## config.mk

```make
export PLATFORM = sky130hd
export DESIGN_NAME = qpsk_diff_decoder
export DESIGN_NICKNAME = d
export VERILOG_FILES = /design/src/rtl/qpsk_diff_decoder.sv
export SDC_FILE = /design/constraint.sdc
export NUM_CORES = 1
export LEC_CHECK = 0
export BUFFER_PORTS_ARGS = -buffer_cell sky130_fd_sc_hd__buf_4
export CAP_MARGIN = 15
export CORE_MARGIN = 1
export CORE_UTILIZATION = 40
export CTS_CLUSTER_DIAMETER = 100
export DETAILED_ROUTE_END_ITERATION = 10
export GPL_TIMING_DRIVEN = 1
export SLEW_MARGIN = 20
export SYNTH_ARGS = -nofsm -noshare
export SYNTH_HDL_FRONTEND = slang
export SYNTH_SLANG_ARGS = --single-unit
export TNS_END_PERCENT = 30
```

## constraint.sdc

```tcl
create_clock -name clk -period 2.8 [get_ports clk]
set_input_delay 0.42 -clock clk [delete_from_list [all_inputs] [get_ports clk]]
set_output_delay 0.42 -clock clk [all_outputs]
set_load 0.01 [all_outputs]
```

## src/rtl/qpsk_diff_decoder.sv

```systemverilog
// QPSK differential decoder: converts relative-code dibits into absolute-code dibits.
// Dibits are mapped to phases with a Gray code, and the phase difference is decoded.
// The block acquires a phase reference, detects gaps between symbols and counts
// decoded symbols.
module qpsk_diff_decoder #(
    parameter int unsigned TIMEOUT = 64,
    parameter int unsigned CNT_W   = 16
) (
    input  logic             clk,
    input  logic             rst,
    input  logic             resync,
    input  logic             din_valid,
    input  logic [1:0]       cd,
    output logic [1:0]       ab,
    output logic             ab_valid,
    output logic             locked,
    output logic [CNT_W-1:0] sym_cnt
);

    // The gap counter only has to reach TIMEOUT-1.
    localparam int unsigned GapW = $clog2(TIMEOUT);
    localparam logic [GapW-1:0] GapLast = GapW'(TIMEOUT - 1);

    typedef enum logic {StAcq, StRun} state_e;

    state_e           state_q, state_d;
    logic [1:0]       pref_q, pref_d;
    logic [GapW-1:0]  gap_q, gap_d;
    logic [1:0]       ab_q, ab_d;
    logic             ab_valid_q, ab_valid_d;
    logic [CNT_W-1:0] cnt_q, cnt_d;
    logic [1:0]       phase_in;

    // Gray dibit to phase: 00->0, 01->1, 11->2, 10->3
    function automatic logic [1:0] gray_to_phase(input logic [1:0] g);
        case (g)
            2'b00:   return 2'd0;
            2'b01:   return 2'd1;
            2'b11:   return 2'd2;
            default: return 2'd3;
        endcase
    endfunction

    // Phase to Gray dibit (inverse of the table above)
    function automatic logic [1:0] phase_to_gray(input logic [1:0] p);
        case (p)
            2'd0:    return 2'b00;
            2'd1:    return 2'b01;
            2'd2:    return 2'b11;
            default: return 2'b10;
        endcase
    endfunction

    // Next-state logic: reference acquisition, decode, gap timeout and counting
    always_comb begin
        state_d    = state_q;
        pref_d     = pref_q;
        gap_d      = gap_q;
        ab_d       = ab_q;
        ab_valid_d = 1'b0;
        cnt_d      = cnt_q;
        phase_in   = gray_to_phase(cd);

        if (resync) begin
            // The colliding symbol is discarded; the next strobe becomes the reference.
            state_d = StAcq;
            gap_d   = '0;
        end else begin
            case (state_q)
                StAcq: begin
                    if (din_valid) begin
                        pref_d  = phase_in;
                        cnt_d   = '0;
                        gap_d   = '0;
                        state_d = StRun;
                    end
                end
                StRun: begin
                    // A strobe takes priority over an expiring gap counter.
                    if (din_valid) begin
                        ab_d       = phase_to_gray(phase_in - pref_q);
                        ab_valid_d = 1'b1;
                        pref_d     = phase_in;
                        cnt_d      = cnt_q + 1'b1;
                        gap_d      = '0;
                    end else if (gap_q == GapLast) begin
                        state_d = StAcq;
                        gap_d   = '0;
                    end else begin
                        gap_d = gap_q + 1'b1;
                    end
                end
                default: state_d = StAcq;
            endcase
        end
    end

    // State registers, asynchronously cleared
    always_ff @(posedge clk or posedge rst) begin
        if (rst) begin
            state_q    <= StAcq;
            pref_q     <= 2'd0;
            gap_q      <= '0;
            ab_q       <= 2'b00;
            ab_valid_q <= 1'b0;
            cnt_q      <= '0;
        end else begin
            state_q    <= state_d;
            pref_q     <= pref_d;
            gap_q      <= gap_d;
            ab_q       <= ab_d;
            ab_valid_q <= ab_valid_d;
            cnt_q      <= cnt_d;
        end
    end

    assign ab       = ab_q;
    assign ab_valid = ab_valid_q;
    assign locked   = (state_q == StRun);
    assign sym_cnt  = cnt_q;

endmodule

```

**Yosys cells after proc, flatten, opt, wreduce, memory -nomap -nowiden**

Cells that the tools add are included.
Widths: inputs -> output; s select.

- Output and inout bits: 20
- Bits in registers: 28
- Logic and storage cells: 42
- Input bits: 6

- Reduce and logical (&&, ||, !) cells: 5
- Add/sub/neg operators: 3
- Muxes and demuxes: 18
- Eq/ne operators: 8
- Bitwise logic cells: 2

Operators by type and width:

| operator | count |
|---|---|
| $mux 16 | 2 |
| $pmux 16 s2 | 1 |
| $mux 6 | 4 |
| $add 16x1->16 const B | 1 |
| $pmux 2 s3 | 2 |
| $pmux 6 s2 | 1 |
| $add 6x1->6 const B | 1 |
| $eq 6x6->1 const B | 1 |
| $mux 1 | 6 |
| $reduce_and 3->1 | 2 |
| $eq 2x1->1 const B | 2 |
| $eq 2x2->1 const B | 2 |
| $logic_not 2->1 | 2 |
| $ne 2x2->1 const B | 2 |
| $ne 3x3->1 const B | 1 |
| $mux 2 | 1 |
| $not 1->1 | 2 |
| $pmux 1 s2 | 1 |
| $reduce_and 2->1 | 1 |
| $sub 2x2->2 | 1 |

**Longest topological paths before layout**

- Word-level depth: 5
- Depth in mapped cells: 8
- Depth with buffers taken out: 8

**Worst setup path after synthesis**

Ideal clock, no wire load.

- Kind: input to register
- Start: input cd[0]
- End: register ab_q[0], in the netlist ab[0]
- Data required time: 2683 ps
- Library setup time: 117 ps
- Stages on the path: 8
- Path buffers: 0
- Setup slack: 1106 ps
- Arrival time: 1577 ps
- Path through: inv_1 > ha_1 > ha_1 > xor2_1 > xnor2_1 > ha_1 > nand2_1 > nand2_1

- Longest elaborated chain between the ends: 5
- Elaborated cells on any way between the ends: 9
- Those cells by class: add/sub (1); eq/ne (4); mux (2); reduce/logical (2)

Ends and longest elaborated chain:

| item | line | source |
|---|---|---|
| start, declared | 13 | `input logic [1:0] cd,` |
| $eq 2x2->1 (tied with other cells) | 36 | `case (g)` |
| $pmux 2 s3 * | 36 |  |
| $sub 2x2->2 * | 81 | `ab_d = phase_to_gray(phase_in - pref_q);` |
| $eq 2x2->1 (tied with other cells) | 46 | `case (p)` |
| $pmux 2 s3 * | 46 |  |
| end signal, assigned | 104 | `ab_q <= 2'b00;` |
| end signal, assigned | 111 | `ab_q <= ab_d;` |
| end, declared | 29 | `logic [1:0] ab_q, ab_d;` |

Every way passes the cells marked *; elsewhere a longest branch is shown, timed or not.
A chain may end at the register's enable or synchronous reset.

**Worst setup path in the final report**

- Start: register state_q, in the netlist locked
- End: register cnt_q[6], in the netlist sym_cnt[6]

- Longest elaborated chain between the ends: 3
- Elaborated cells on any way between the ends: 5
- Those cells by class: eq/ne (2); mux (1); bitwise (1); reduce/logical (1)

Ends and longest elaborated chain:

| item | line | source |
|---|---|---|
| start, declared | 26 | `state_e state_q, state_d;` |
| start signal, assigned | 101 | `state_q <= StAcq;` |
| start signal, assigned | 108 | `state_q <= state_d;` |
| $not 1->1 | n/a |  |
| $ne 2x2->1 (no line) | n/a |  |
| $reduce_and 3->1 (no line) | n/a |  |
| end signal, assigned | 113 | `cnt_q <= cnt_d;` |
| end, declared | 31 | `logic [CNT_W-1:0] cnt_q, cnt_d;` |

Parallel ways exist; a longest one is shown, timed or not.

==> reports/results.tsv <==
stage	metric	value	unit
power_and_ir_drop	total_leakage_power	0.888	nW
setup_path	critical_path_peak_fanout	19	
yosys	synth-warning-count	0	
floorplan	rows	22	
grt	grt_max_degree	29	
sta	period_utilisation_layout	61.8	%
routing	viasPerCell	5.34	
grt	grt_usage	16.5	%
routing	detail-route-antenna-nets	0	
grt	number_of_global_route_vias_before_repair	1109	
final_layout	fillCellCount	353	
final_layout	ff_latch_area	701	µm²
setup_path	startpoint_class	register	
final_layout	layout-area-overhead-vs-synth	18.9	%
setup_path	criticalPathCategory	reg2reg	
sta	grt_setup_unrepaired	no	
floorplan	chipHeight	64.5	µm
yosys	ys_types	38	
sta	timing.hold.ws	0.197	ns
cts	cts_buffer_depth	2	
final_layout	antenna_cells_inserted	0	
cts	cts_tree	done	
sta	final_max_slew_viol_count	0	
sta	slew_headroom	56.9	%
yosys	synth.avg_cell_area	9.64	µm²
yosys	cells_taking_the_most_area_after_synthesis	sky130_fd_sc_hd__dfrtp_1, sky130_fd_sc_hd__ha_1, sky130_fd_sc_hd__nand2_1, sky130_fd_sc_hd__o21ai_0, sky130_fd_sc_hd__nor2_1	
placement	port-buffer-count	25	
final_layout	multi_input_area	800	µm²
yosys	synth.ff_latch_count	28	
job	maxCapViolCount	0	
setup_path	crit_arrival	1.90	ns
placement	dp_hpwl	2190	µm
floorplan	width_of_the_chip	64.5	µm
yosys	postSynthCellCount	162	
sta	final-setup-viol-count	0	
floorplan	core_region_area	3720	µm²
floorplan	die_ar	4160	µm²
sta	finalWorstPathRequiredPeriod	1.73	ns
cts	ctsRootBufferMaster	sky130_fd_sc_hd__clkbuf_8	
yosys	netlist.top_cell.by_area	sky130_fd_sc_hd__dfrtp_1	
routing	detailroute.via_count	1249	
power_and_ir_drop	vdd_ir_drop_max	0.000202	V
cts	htree_num_levels	1	
yosys	synthDominantCellAreaShare	44.9	%
cts	insertion_delay	0.27	ns
cts	worst_setup_hold_path_clk_slew	0.10	ns
sta	achievable-frequency	578	MHz
yosys	synth_enable_flop_cells	0	
sta	report.final.hold_viol_count	0	
setup_path	setup.worst_path.end_class	register	
power_and_ir_drop	power-per-cell-area	554	nW/µm²
cts	cts.sink_count	28	
setup_path	required	2.97	ns
yosys	synth.cell_area	1560	µm²
yosys	ys.flop_type	sky130_fd_sc_hd__dfrtp_1	
cts	cts-hold-fix-buffers	0	
routing	routed_wirelength	3020	µm
outcome	result_of_the_run	finished, final reports clean	
cts	cts_bufs_inserted	3	
cts	cts_setup_buffers	0	
final_layout	final_net_count	200	
setup_path	regToRegStartpoint	locked	
worst_hold_path	timing.hold.worst.class	in2async	
setup_path	startpoint	locked	
sta	tightestPinTransition	0.646	ns
yosys	share_of_synthesized_area_occupied_by_flip_flops_and_latches	44.9	%
sta	worst_clock_skew	0.00182	ns
placement	gp_congestion	0.732	
routing	detailedRoute.firstPassIterationCount	4	
grt	wire_length_of_the_first_global_routing_pass	5360	µm
yosys	ys_async_sr_fraction	100	%
grt	globalRoute.totalOverflow	0	
yosys	synthesis.nets	175	
floorplan	initial_core_util	42.0	%
floorplan	floorplan.io_pins	26	
cts	post_cts_resized	0	
grt	antenna_violations_before_repair	0	
routing	average_routed_wire_per_standard_cell	12.9	µm
routing	drt_first_iter_violations	63	
sta	fin_setup_tns	0	ns
routing	route.detailed.drc	0	
final_layout	post_route_cells_drive_above_1_share	22.6	%
[cells in the final DEF, fill, tap and decap left out, drive strengths merged, types with 2 or more instances in the layout]
cell type   n
xnor2       6
inv         6
ha          7
a21oi       7
or3         2
nand3       7
nand2      22
nand4       3
nor3        5
a31oi       3
clkbuf      3
a41o        2
nor2       18
nor4        2
dfrtp      28
nand2b      2
o311ai      2
a21o        2
nand3b      2
o21ai      14
and3        5
xor2        3
buf        27
[critical path: stages, from the launching register on]
cell and delay, ns:
sky130_fd_sc_hd__dfrtp_1 0.77, sky130_fd_sc_hd__nand3b_1 0.42, sky130_fd_sc_hd__o41ai_1 0.44
[cell usage after synthesis (3+ instances only)]
cell type / n
sky130_fd_sc_hd__a21oi_1: 7
sky130_fd_sc_hd__a31oi_1: 3
sky130_fd_sc_hd__and3_1: 5
sky130_fd_sc_hd__buf_2: 4
sky130_fd_sc_hd__dfrtp_1: 28
sky130_fd_sc_hd__ha_1: 7
sky130_fd_sc_hd__inv_1: 6
sky130_fd_sc_hd__nand2_1: 22
sky130_fd_sc_hd__nand3_1: 5
sky130_fd_sc_hd__nor2_1: 17
sky130_fd_sc_hd__nor3_1: 3
sky130_fd_sc_hd__o21ai_0: 13
sky130_fd_sc_hd__xnor2_1: 6
sky130_fd_sc_hd__xor2_1: 3
[metrics by stage]
| stage | utilization [%] | instances | instance area [µm²] | worst slack [ns] | total power (W) |
|---|---|---|---|---|---|
| detailed placement | 48.0 | 230 | 1790 | 0.903 | 0.000722 |
| global route | 50.0 | 234 | 1860 | 0.926 | 0.00108 |
| global placement | 48.0 | 230 | 1790 | 0.957 | 0.000713 |
| finish | 50.0 | 234 | 1860 | 1.07 | 0.00103 |
| CTS | 50.0 | 234 | 1860 | 1.07 | 0.00104 |
| floorplan | - | 162 | 1560 | 1.11 | 0.000627 |
[layer usage]
| layer | GRT usage [%] | wire length, µm | vias up |
|---|---|---|---|
| met5 | 0 | 0 | - |
| met4 | 6.67 | 39 | 0 |
| met3 | 1.76 | 98 | 4 |
| met2 | 25.7 | 1430 | 29 |
| met1 | 23.5 | 1460 | 601 |
| li1 | - | - | 615 |
[state kept, by name, summed over array words and instances, names as in the netlist]
register,flops
gap_q,6
pref_q,2
ab,2
locked,1
ab_valid,1
sym_cnt,16
[final timing paths]
path                              end  slack (ns)  depth (start not counted)
setup / recovery           sym_cnt[6]        1.07                          2
hold / removal               gap_q[0]        0.20                          3
setup reg to reg           sym_cnt[6]        1.07                          2
hold reg to reg                 ab[0]        0.51                          2
max in group asynchronous    gap_q[3]        2.33                          3
min in group clk               locked        0.30                          2
[logic make-up (layout without fill, tap and decap cells)]
kind of cell / Yosys count / in the layout / synth area share, %
and+or+nand+nor: 69 / 69 / 24.8
AOI/OAI and AO/OA: 35 / 35 / 15.1
DFF: 28 / 28 / 44.9
buffers and inverters: 13 / 37 / 3.93
xor gates and xnor gates: 9 / 9 / 5.05
adders and majority gates: 7 / 7 / 5.61
muxes: 1 / 1 / 0.641
[layout make-up]
cell class | instances | share of cell area (%)
multi-input cells | 121 | 43.1
clock buffers | 3 | 2.22
flip-flops and latches | 28 | 37.7
inverters | 6 | 1.21
well taps | 48 | 3.23
repair buffers | 27 | 10.9
clock inverters | 1 | 1.62
[where the power goes]
part           switching (W)  internal, W  leakage [nW]
Combinational      0.0000989     0.000100         0.476
Sequential         0.0000659     0.000445         0.376
Clock               0.000126     0.000191        0.0357
Total               0.000291     0.000737         0.888
(Power assumes the default switching activity.)
